[src/rtl/arbiter_memory_request_rr.sv]
// Round-robin arbiter sharing one memory request port, with an in-order tag FIFO for response steering.
// Optional per-requester grant counters via ARBITER_MEMORY_RR_STATS_EN.
package arbiter_memory_request_rr_pkg;

    typedef struct packed {
        logic [7:0]  opcode;
        logic [7:0]  id;
        logic [47:0] addr;
    } MemoryPacketPayload;

endpackage

module arbiter_memory_request_rr
    import arbiter_memory_request_rr_pkg::*;
#(
    parameter int unsigned NUM_REQUESTORS  = 4,
    parameter int unsigned MAX_OUTSTANDING = 8,
    parameter int unsigned PACKET_W        = $bits(MemoryPacketPayload)
) (
    input  logic                                ap_clk,
    input  logic                                areset_n,
    input  logic [NUM_REQUESTORS-1:0]           req_in_valid,
    input  logic [NUM_REQUESTORS*PACKET_W-1:0]  req_in_payload,
    output logic [NUM_REQUESTORS-1:0]           req_in_ready,
    output logic                                req_out_valid,
    output logic [PACKET_W-1:0]                 req_out_payload,
    input  logic                                req_out_ready,
    input  logic                                resp_in_valid,
    input  logic [PACKET_W-1:0]                 resp_in_payload,
    output logic                                resp_in_ready,
    output logic [NUM_REQUESTORS-1:0]           resp_out_valid,
    output logic [PACKET_W-1:0]                 resp_out_payload,
    input  logic [NUM_REQUESTORS-1:0]           resp_out_ready,
    output logic [$clog2(MAX_OUTSTANDING):0]    outstanding_count,
    output logic                                error_orphan
`ifdef ARBITER_MEMORY_RR_STATS_EN
    ,
    output logic [NUM_REQUESTORS*32-1:0]        grant_count
`endif
);

    localparam int unsigned SEL_W = $clog2(NUM_REQUESTORS);
    localparam int unsigned PTR_W = $clog2(MAX_OUTSTANDING);
    localparam int unsigned CNT_W = PTR_W + 1;

    logic [SEL_W-1:0] rr_ptr;
    logic [SEL_W-1:0] winner;
    logic [SEL_W-1:0] head_tag;
    logic             any_valid;
    logic             slot_free;
    logic             fifo_full;
    logic             fifo_empty;
    logic             accept;
    logic             pop;
    logic             orphan;
    logic [PTR_W-1:0] wr_ptr;
    logic [PTR_W-1:0] rd_ptr;
    logic [CNT_W-1:0] count;
    logic [SEL_W-1:0] tag_mem [MAX_OUTSTANDING];

    // First valid requester at or after rr_ptr, wrapping.
    always_comb begin
        int unsigned idx;
        idx       = 0;
        winner    = '0;
        any_valid = 1'b0;
        for (int unsigned k = 0; k < NUM_REQUESTORS; k++) begin
            idx = (32'(rr_ptr) + k) % NUM_REQUESTORS;
            if (!any_valid && req_in_valid[idx]) begin
                any_valid = 1'b1;
                winner    = SEL_W'(idx);
            end
        end
    end

    assign slot_free  = ~req_out_valid | req_out_ready;
    assign fifo_full  = (count == CNT_W'(MAX_OUTSTANDING));
    assign fifo_empty = (count == '0);
    assign accept     = any_valid & slot_free & ~fifo_full;

    always_comb begin
        req_in_ready = '0;
        if (accept) begin
            req_in_ready[winner] = 1'b1;
        end
    end

    // Response steering by FIFO head; orphans are swallowed.
    assign head_tag         = tag_mem[rd_ptr];
    assign resp_out_payload = resp_in_payload;
    assign orphan           = resp_in_valid & fifo_empty;
    assign pop              = resp_in_valid & ~fifo_empty & resp_out_ready[head_tag];

    always_comb begin
        resp_out_valid = '0;
        resp_in_ready  = 1'b1;
        if (!fifo_empty) begin
            resp_in_ready = resp_out_ready[head_tag];
            if (resp_in_valid) begin
                resp_out_valid[head_tag] = 1'b1;
            end
        end
    end

    assign outstanding_count = count;

    always_ff @(posedge ap_clk or negedge areset_n) begin
        if (!areset_n) begin
            rr_ptr          <= '0;
            req_out_valid   <= 1'b0;
            req_out_payload <= '0;
            wr_ptr          <= '0;
            rd_ptr          <= '0;
            count           <= '0;
            error_orphan    <= 1'b0;
        end else begin
            if (accept) begin
                rr_ptr          <= (winner == SEL_W'(NUM_REQUESTORS - 1)) ? '0 : winner + SEL_W'(1);
                req_out_valid   <= 1'b1;
                req_out_payload <= req_in_payload[32'(winner)*PACKET_W +: PACKET_W];
                wr_ptr          <= wr_ptr + PTR_W'(1);
            end else if (req_out_ready) begin
                req_out_valid   <= 1'b0;
            end
            if (pop) begin
                rd_ptr <= rd_ptr + PTR_W'(1);
            end
            if (accept && !pop) begin
                count <= count + CNT_W'(1);
            end else if (!accept && pop) begin
                count <= count - CNT_W'(1);
            end
            if (orphan) begin
                error_orphan <= 1'b1;
            end
        end
    end

    // Tag storage needs no reset: only entries between the pointers are ever read.
    always_ff @(posedge ap_clk) begin
        if (accept) begin
            tag_mem[wr_ptr] <= winner;
        end
    end

`ifdef ARBITER_MEMORY_RR_STATS_EN
    logic [31:0] grant_cnt [NUM_REQUESTORS];

    always_ff @(posedge ap_clk or negedge areset_n) begin
        if (!areset_n) begin
            for (int unsigned i = 0; i < NUM_REQUESTORS; i++) begin
                grant_cnt[i] <= '0;
            end
        end else if (accept && (grant_cnt[winner] != '1)) begin
            grant_cnt[winner] <= grant_cnt[winner] + 32'd1;
        end
    end

    always_comb begin
        grant_count = '0;
        for (int unsigned i = 0; i < NUM_REQUESTORS; i++) begin
            grant_count[i*32 +: 32] = grant_cnt[i];
        end
    end
`endif

endmodule

[config.mk]
export PLATFORM = sky130hd
export DESIGN_NAME = arbiter_memory_request_rr
export DESIGN_NICKNAME = d
export VERILOG_FILES = /design/src/rtl/arbiter_memory_request_rr.sv
export SDC_FILE = /design/constraint.sdc
export NUM_CORES = 1
export LEC_CHECK = 0
export CAP_MARGIN = 20
export CORE_AREA = 2 2 185 187
export CTS_CLUSTER_SIZE = 24
export DETAILED_ROUTE_END_ITERATION = 6
export DIE_AREA = 0 0 187 189
export GPL_TIMING_DRIVEN = 0
export PLACE_DENSITY = 0.5
export SYNTH_ARGS = -nofsm -noshare
export SYNTH_HDL_FRONTEND = slang
export SYNTH_SLANG_ARGS = --single-unit
[constraint.sdc]
create_clock -name ap_clk -period 4.15 [get_ports ap_clk]
set_input_delay 0.6225 -clock ap_clk [delete_from_list [all_inputs] [get_ports ap_clk]]
set_output_delay 0.6225 -clock ap_clk [all_outputs]
set_load 0.02 [all_outputs]
==> results.sh, run 1 <==
export IMPL_status="finished, final reports clean"
export IMPL_irDropWorstVdd_mv=0.215
export IMPL_htreeDepth=3
export IMPL_timing_final_ws_setup_ps=246
export IMPL_grt_setup_unrepaired="false"
export IMPL_cts_tree="done"
export IMPL_area_growth_pct=85.5
export IMPL_ys_ff_latch=94
export IMPL_max_freq_mhz=256
export IMPL_wl_per_cell_um=18.6
export IMPL_fp_row_count=67
export IMPL_dr_pass1_iters=4
export IMPL_p_total_mw=6.20
export IMPL_cp_max_fo=10
export IMPL_synth_top_cell_area_share_pct=33.2
export IMPL_cts_hold_buf=0
export IMPL_grt_use_total_pct=14.4
export IMPL_synth_area_leader_cell="dfrtp_1"
export IMPL_coreArea_um2=33300
export IMPL_synth_nets=885
export IMPL_hold_violations=0
export IMPL_drv_slew=0
export IMPL_start_util_pct=17.7
export IMPL_maxCapViolCount=0
export IMPL_crit_required_ps=3530
export IMPL_gp_congestion=0.772
export IMPL_synth_distinct_cells=38
export IMPL_arrival_ps=3280
export IMPL_final_core_util_pct=32.8
export IMPL_tns_ps=0
export IMPL_power_density_nw_per_um2=569
export IMPL_finalSetupViolCount=0
export IMPL_grt_start_max_net_pins=41
export IMPL_min_path_type="input pin to async pin"
export IMPL_design_die_area_um2=35300
export IMPL_p_leak_nw=4.66
export IMPL_grt_pass1_vias=6079
export IMPL_root_buffer="clkbuf_16"
export IMPL_die_width_um=187
export IMPL_avgSynthCellArea_um2=10.8
export IMPL_ys_seq_area_share_pct=41.4
export IMPL_synth_area_leaders="dfrtp_1 (33%), mux2i_1 (22%), o221ai_1 (9.5%)"
export IMPL_worst_pin_slew_ps=911
export IMPL_ys_flop_type="dfrtp_1"
export IMPL_dpl_cell_area_um2=10600
export IMPL_relSlewSlack_pct=39.3
export IMPL_clock_sinks=94
export IMPL_netlist_area_um2=5880
export IMPL_numPortBuffers=410
export IMPL_fin_crit_ps=3900
export IMPL_detail_route_antenna_nets=0
export IMPL_vias=5774
export IMPL_io_pins=475
export IMPL_synth_most_common_cell="mux2i_1"
export IMPL_routed_via_density=4.07
export IMPL_cts_max_path_buffers=2
export IMPL_worstSetupPathType="input pin to output port"
export IMPL_fin_nets=1306
export IMPL_ys_async_sr_fraction_pct=83.0
export IMPL_antenna_found_initial=0
export IMPL_synth_edf_count=16
export IMPL_clk_pin_slew_ps=80
export IMPL_final_cell_area_um2=10900
export IMPL_clk_insertion_delay_late_ps=360
export IMPL_crit_path_end_kind="output port"
export IMPL_drc_errors=0
export IMPL_grt_pass1_wl_mm=38.6
export IMPL_synth_warnings=0
export IMPL_dp_slack_ps=-719
export IMPL_netlist_instances=543
export IMPL_grt_overflow_total=0
export IMPL_wl_mm=26.4
export IMPL_antenna_cells=0
export IMPL_synth_common_cells="mux2i_1 (129), nand2_1 (79), dfrtp_1 (78)"
export IMPL_fin_skew_ps=11.3
export IMPL_hpwl_mm=21.2
export IMPL_startpoint_type="input pin"
export IMPL_die_h_um=189
export IMPL_drive_gt1_share_pct=11.1
export IMPL_cts_made_buffers=9
export IMPL_drt_initial_drc_count=219
export IMPL_fill_cells=3440
export IMPL_fin_crit_sh_pct=94.1
path summary, 6_finish.rpt:
check	from	depth (start not counted)	end	slack [ps]
min in group ap_clk	error_orphan	1	error_orphan	470
max reg2reg	rd_ptr[0]	13	outstanding_count[3]	830
max in group asynchronous	areset_n	2	req_out_payload[21]	3240
max	req_in_valid[1]	8	req_in_ready[3]	250
min reg2reg	error_orphan	1	error_orphan	470
min	areset_n	1	req_out_payload[56]	260
cells in the final DEF, fill, tap and decap left out, drive strengths merged:
master and count:
a211o 1, clkinv 2, mux4 4, ha 9, nor4b 2, inv 8, nor3 3, o221ai 64
clkbuf 33, fa 1, nor2b 2, and3 1, edfxtp 16, dfrtp 78, or2 1, o21a 1
xnor2 7, a21o 3, clkdlybuf4s50 409, mux2i 129, mux2 7, nor2 4, nand2b 3, bufinv 1
nor4 3, nor3b 3, and2 4, buf 80, nand3 1, nand2 80, a21oi 4, xor2 1
o21ai 1, clkinvlp 1, o22ai 2
worst max-delay path: stages:
cell and delay (ps):
clkdlybuf4s50_1 600, nor4_1 80, a21o_1 170, nand2b_1 410, inv_2 160, clkbuf_1 380, and2_1 190, clkdlybuf4s50_1 640
power breakdown:
group	internal, mW	switching (mW)	total, mW
Clock	0.484	0.433	0.917
Combinational	1.75	1.90	3.65
Sequential	1.36	0.269	1.63
repair_timing:
item	CTS	global route
buffers inserted	0	0
endpoints found under the setup margin	4	4
gates resized for setup	3	1
per-stage QoR:
step,instances,hold WS (ps)
2_1_floorplan,543,327
3_3_place_gp,1401,454
3_5_place_dp,1403,458
4_1_cts,1418,274
5_1_grt,1417,293
6_report,1417,255
area by class of cell:
cell class | count | area (um^2) | area share (%)
repair buffers | 412 | 4140 | 38.0
multi-input cells | 341 | 2780 | 25.5
flip-flops and latches | 94 | 2430 | 22.3
plain buffers | 101 | 648 | 5.95
well taps | 448 | 561 | 5.14
clock buffers | 9 | 225 | 2.07
clock inverters | 7 | 88.8 | 0.815
inverters | 5 | 18.8 | 0.172
per-layer routing:
metal  vias up  wire length, um  global-route usage [%]
met4         0              233                    2.50
li1       2774                -                       -
met5         -                0                       0
met3        14             1870                    3.97
met1      2731            10900                    17.7
met2       255            13400                    25.4
logic make-up after synthesis:
group                      count (synthesis)  synth area share, %
adders and majority gates                 10                 2.26
muxes                                    140                 25.0
DFF                                       94                 41.4
xor gates and xnor gates                   8                 1.19
and+or+nand+nor                          107                 8.01
buffers and inverters                    108                 11.3
AOI/OAI and AO/OA                         76                 10.8
registers in the layout, indices dropped and copies added, names as in the netlist:
| register | cells |
|---|---|
| tag_mem | 16 |
| wr_ptr | 3 |
| outstanding_count | 4 |
| rr_ptr | 2 |
| req_out_payload | 64 |
| req_out_valid | 1 |
| error_orphan | 1 |
| rd_ptr | 3 |
Power figures use the tool's default switching activity.
==> run 2: changes to the inputs <==
--- a/config.mk
+++ b/config.mk
@@ -11,7 +11,7 @@
 export DETAILED_ROUTE_END_ITERATION = 6
 export DIE_AREA = 0 0 187 189
 export GPL_TIMING_DRIVEN = 0
-export PLACE_DENSITY = 0.5
+export PLACE_DENSITY = 0.46
 export SYNTH_ARGS = -nofsm -noshare
 export SYNTH_HDL_FRONTEND = slang
 export SYNTH_SLANG_ARGS = --single-unit
==> run 2 against run 1 <==
Compared with the run above:
- flip-flop and latch count unchanged
- sequential power about the same
- hold slack got worse by 40 ps
- routed wire length increased by 1.5%
- global-route usage increased by 0.32 points
- cell count increased by 0.14%
- non-clock buffer count unchanged
- setup slack improved by 72 ps
- sequential share of layout area about the same
- final area about the same
- total power decreased by 0.87%
- combinational power about the same
- critical path type unchanged
==> results.sh, run 2 (synthesis results as in run 1) <==
export IMPL_grt_setup_unrepaired="false"
export IMPL_critPathTopFamily="buffers and inverters"
export IMPL_coreArea_um2=33300
export IMPL_fin_crit_sh_pct=92.3
export IMPL_fill_cells=3475
export IMPL_design_die_area_um2=35300
export IMPL_clk_insertion_delay_late_ps=360
export IMPL_dr_pass1_iters=4
export IMPL_fin_crit_ps=3830
export IMPL_grt_use_total_pct=14.7
export IMPL_status="finished, final reports clean"
export IMPL_grt_overflow_total=0
export IMPL_grt_pass1_wl_mm=39.2
export IMPL_worstSetupPathType="input pin to output port"
export IMPL_root_buffer="clkbuf_16"
export IMPL_crit_path_end_kind="output port"
export IMPL_drt_initial_drc_count=227
export IMPL_wl_mm=26.8
export IMPL_irDropWorstVdd_mv=0.220
export IMPL_final_core_util_pct=32.7
export IMPL_hold_violations=0
export IMPL_max_freq_mhz=261
export IMPL_drv_slew=0
export IMPL_cts_max_path_buffers=2
export IMPL_wl_per_cell_um=18.9
export IMPL_critPathBufInv=4
export IMPL_maxCapViolCount=0
export IMPL_largest_register_ffs=64
export IMPL_cp_max_fo=20
export IMPL_cts_hold_buf=0
export IMPL_gp_congestion=0.765
export IMPL_numPortBuffers=410
export IMPL_cpMaxStageDelayCell="clkdlybuf4s50_1"
export IMPL_crit_required_ps=3530
export IMPL_cts_made_buffers=9
export IMPL_drc_errors=0
export IMPL_worst_pin_slew_ps=981
export IMPL_path_common_cell="clkdlybuf4s50_1"
export IMPL_die_h_um=189
export IMPL_htreeDepth=3
export IMPL_hpwl_mm=21.4
export IMPL_final_common_cell="clkdlybuf4s50_1"
export IMPL_finalSetupViolCount=0
export IMPL_tns_ps=0
export IMPL_grt_start_max_net_pins=50
export IMPL_clk_pin_slew_ps=80
export IMPL_min_path_type="input pin to async pin"
export IMPL_drive_gt1_share_pct=11.2
export IMPL_die_width_um=187
export IMPL_fp_row_count=67
export IMPL_detail_route_antenna_nets=0
export IMPL_vias=5811
export IMPL_area_growth_pct=85.4
export IMPL_clock_sinks=94
export IMPL_crit_path_cell_trace="clkdlybuf4s50_1 -> a21oi_1 -> o21a_1 -> o22ai_2 -> buf_6 -> inv_1 -> ha_1 -> and2_1 -> clkdlybuf4s50_1"
export IMPL_grt_pass1_vias=6216
export IMPL_power_density_nw_per_um2=564
export IMPL_cts_tree="done"
export IMPL_fin_nets=1306
export IMPL_arrival_ps=3210
export IMPL_antenna_found_initial=2
export IMPL_start_util_pct=17.7
export IMPL_startpoint_type="input pin"
export IMPL_routed_via_density=4.10
export IMPL_io_pins=475
export IMPL_regMostFlops="req_out_payload"
export IMPL_final_cell_mix="clkdlybuf4s50_1 (409), mux2i_1 (129), nand2_1 (79)"
export IMPL_critPathMaxStageDelay_ps=570
export IMPL_relSlewSlack_pct=34.6
export IMPL_fin_skew_ps=14.5
export IMPL_p_leak_nw=4.65
-- run 2: cell count changes in the layout (fill, tap and decap cells not counted), sizes merged --
cell / delta
buf: +1
bufinv: -1
clkbuf: -1
clkinv: +1
diode: +2
-- run 2: power breakdown --
| part | internal (mW) | switching [mW] |
|---|---|---|
| clock | 0.428 | 0.435 |
| combinational | 1.76 | 1.90 |
| sequential | 1.36 | 0.268 |
-- run 2: through the flow --
stage | cell area [um^2] | hold WS, ps | worst slack, ps | std cells | power, mW
after floorplan | 5880 | 327 | 1040 | 543 | 3.63
after global placement | 10500 | 468 | -1060 | 1401 | 5.35
after detailed placement | 10600 | 474 | -662 | 1403 | 5.36
after CTS | 10900 | 213 | 41.0 | 1418 | 6.28
after global routing | 10900 | 223 | 89.8 | 1417 | 6.60
final | 10900 | 216 | 318 | 1419 | 6.15
-- run 2: area by class of cell --
cell class	count	area [um^2]	share of cell area [%]
repair buffers	412	4140	38.0
clock buffers	9	225	2.07
well taps	448	561	5.15
multi-input cells	341	2790	25.6
plain buffers	101	646	5.93
clock inverters	7	75.1	0.689
diodes	2	5.00	0.0459
flip-flops and latches	94	2430	22.3
inverters	5	18.8	0.172
-- run 2: path summary, 6_finish.rpt --
path                                   endpoint  slack, ps  depth (start not counted)             from
max                             req_in_ready[3]        320                          9  req_in_valid[0]
min                                   wr_ptr[2]        220                          1         areset_n
max reg2reg                outstanding_count[3]        840                         13        rd_ptr[0]
min reg2reg                        error_orphan        490                          1     error_orphan
max in group asynchronous   req_out_payload[31]       3290                          2         areset_n
min in group ap_clk                error_orphan        490                          1     error_orphan
-- run 2: routing by layer --
metal,routed length (um),GRT usage (%)
met3,2020,4.93
met1,11300,17.8
met2,13100,25.3
met5,0,0
met4,365,3.08
-- run 2: timing repair --
action                                  4_1_cts  5_1_grt
resized for setup                             3        3
buffers inserted                              0        0
gates cloned                                  0        0
endpoints found under the setup margin        4        4
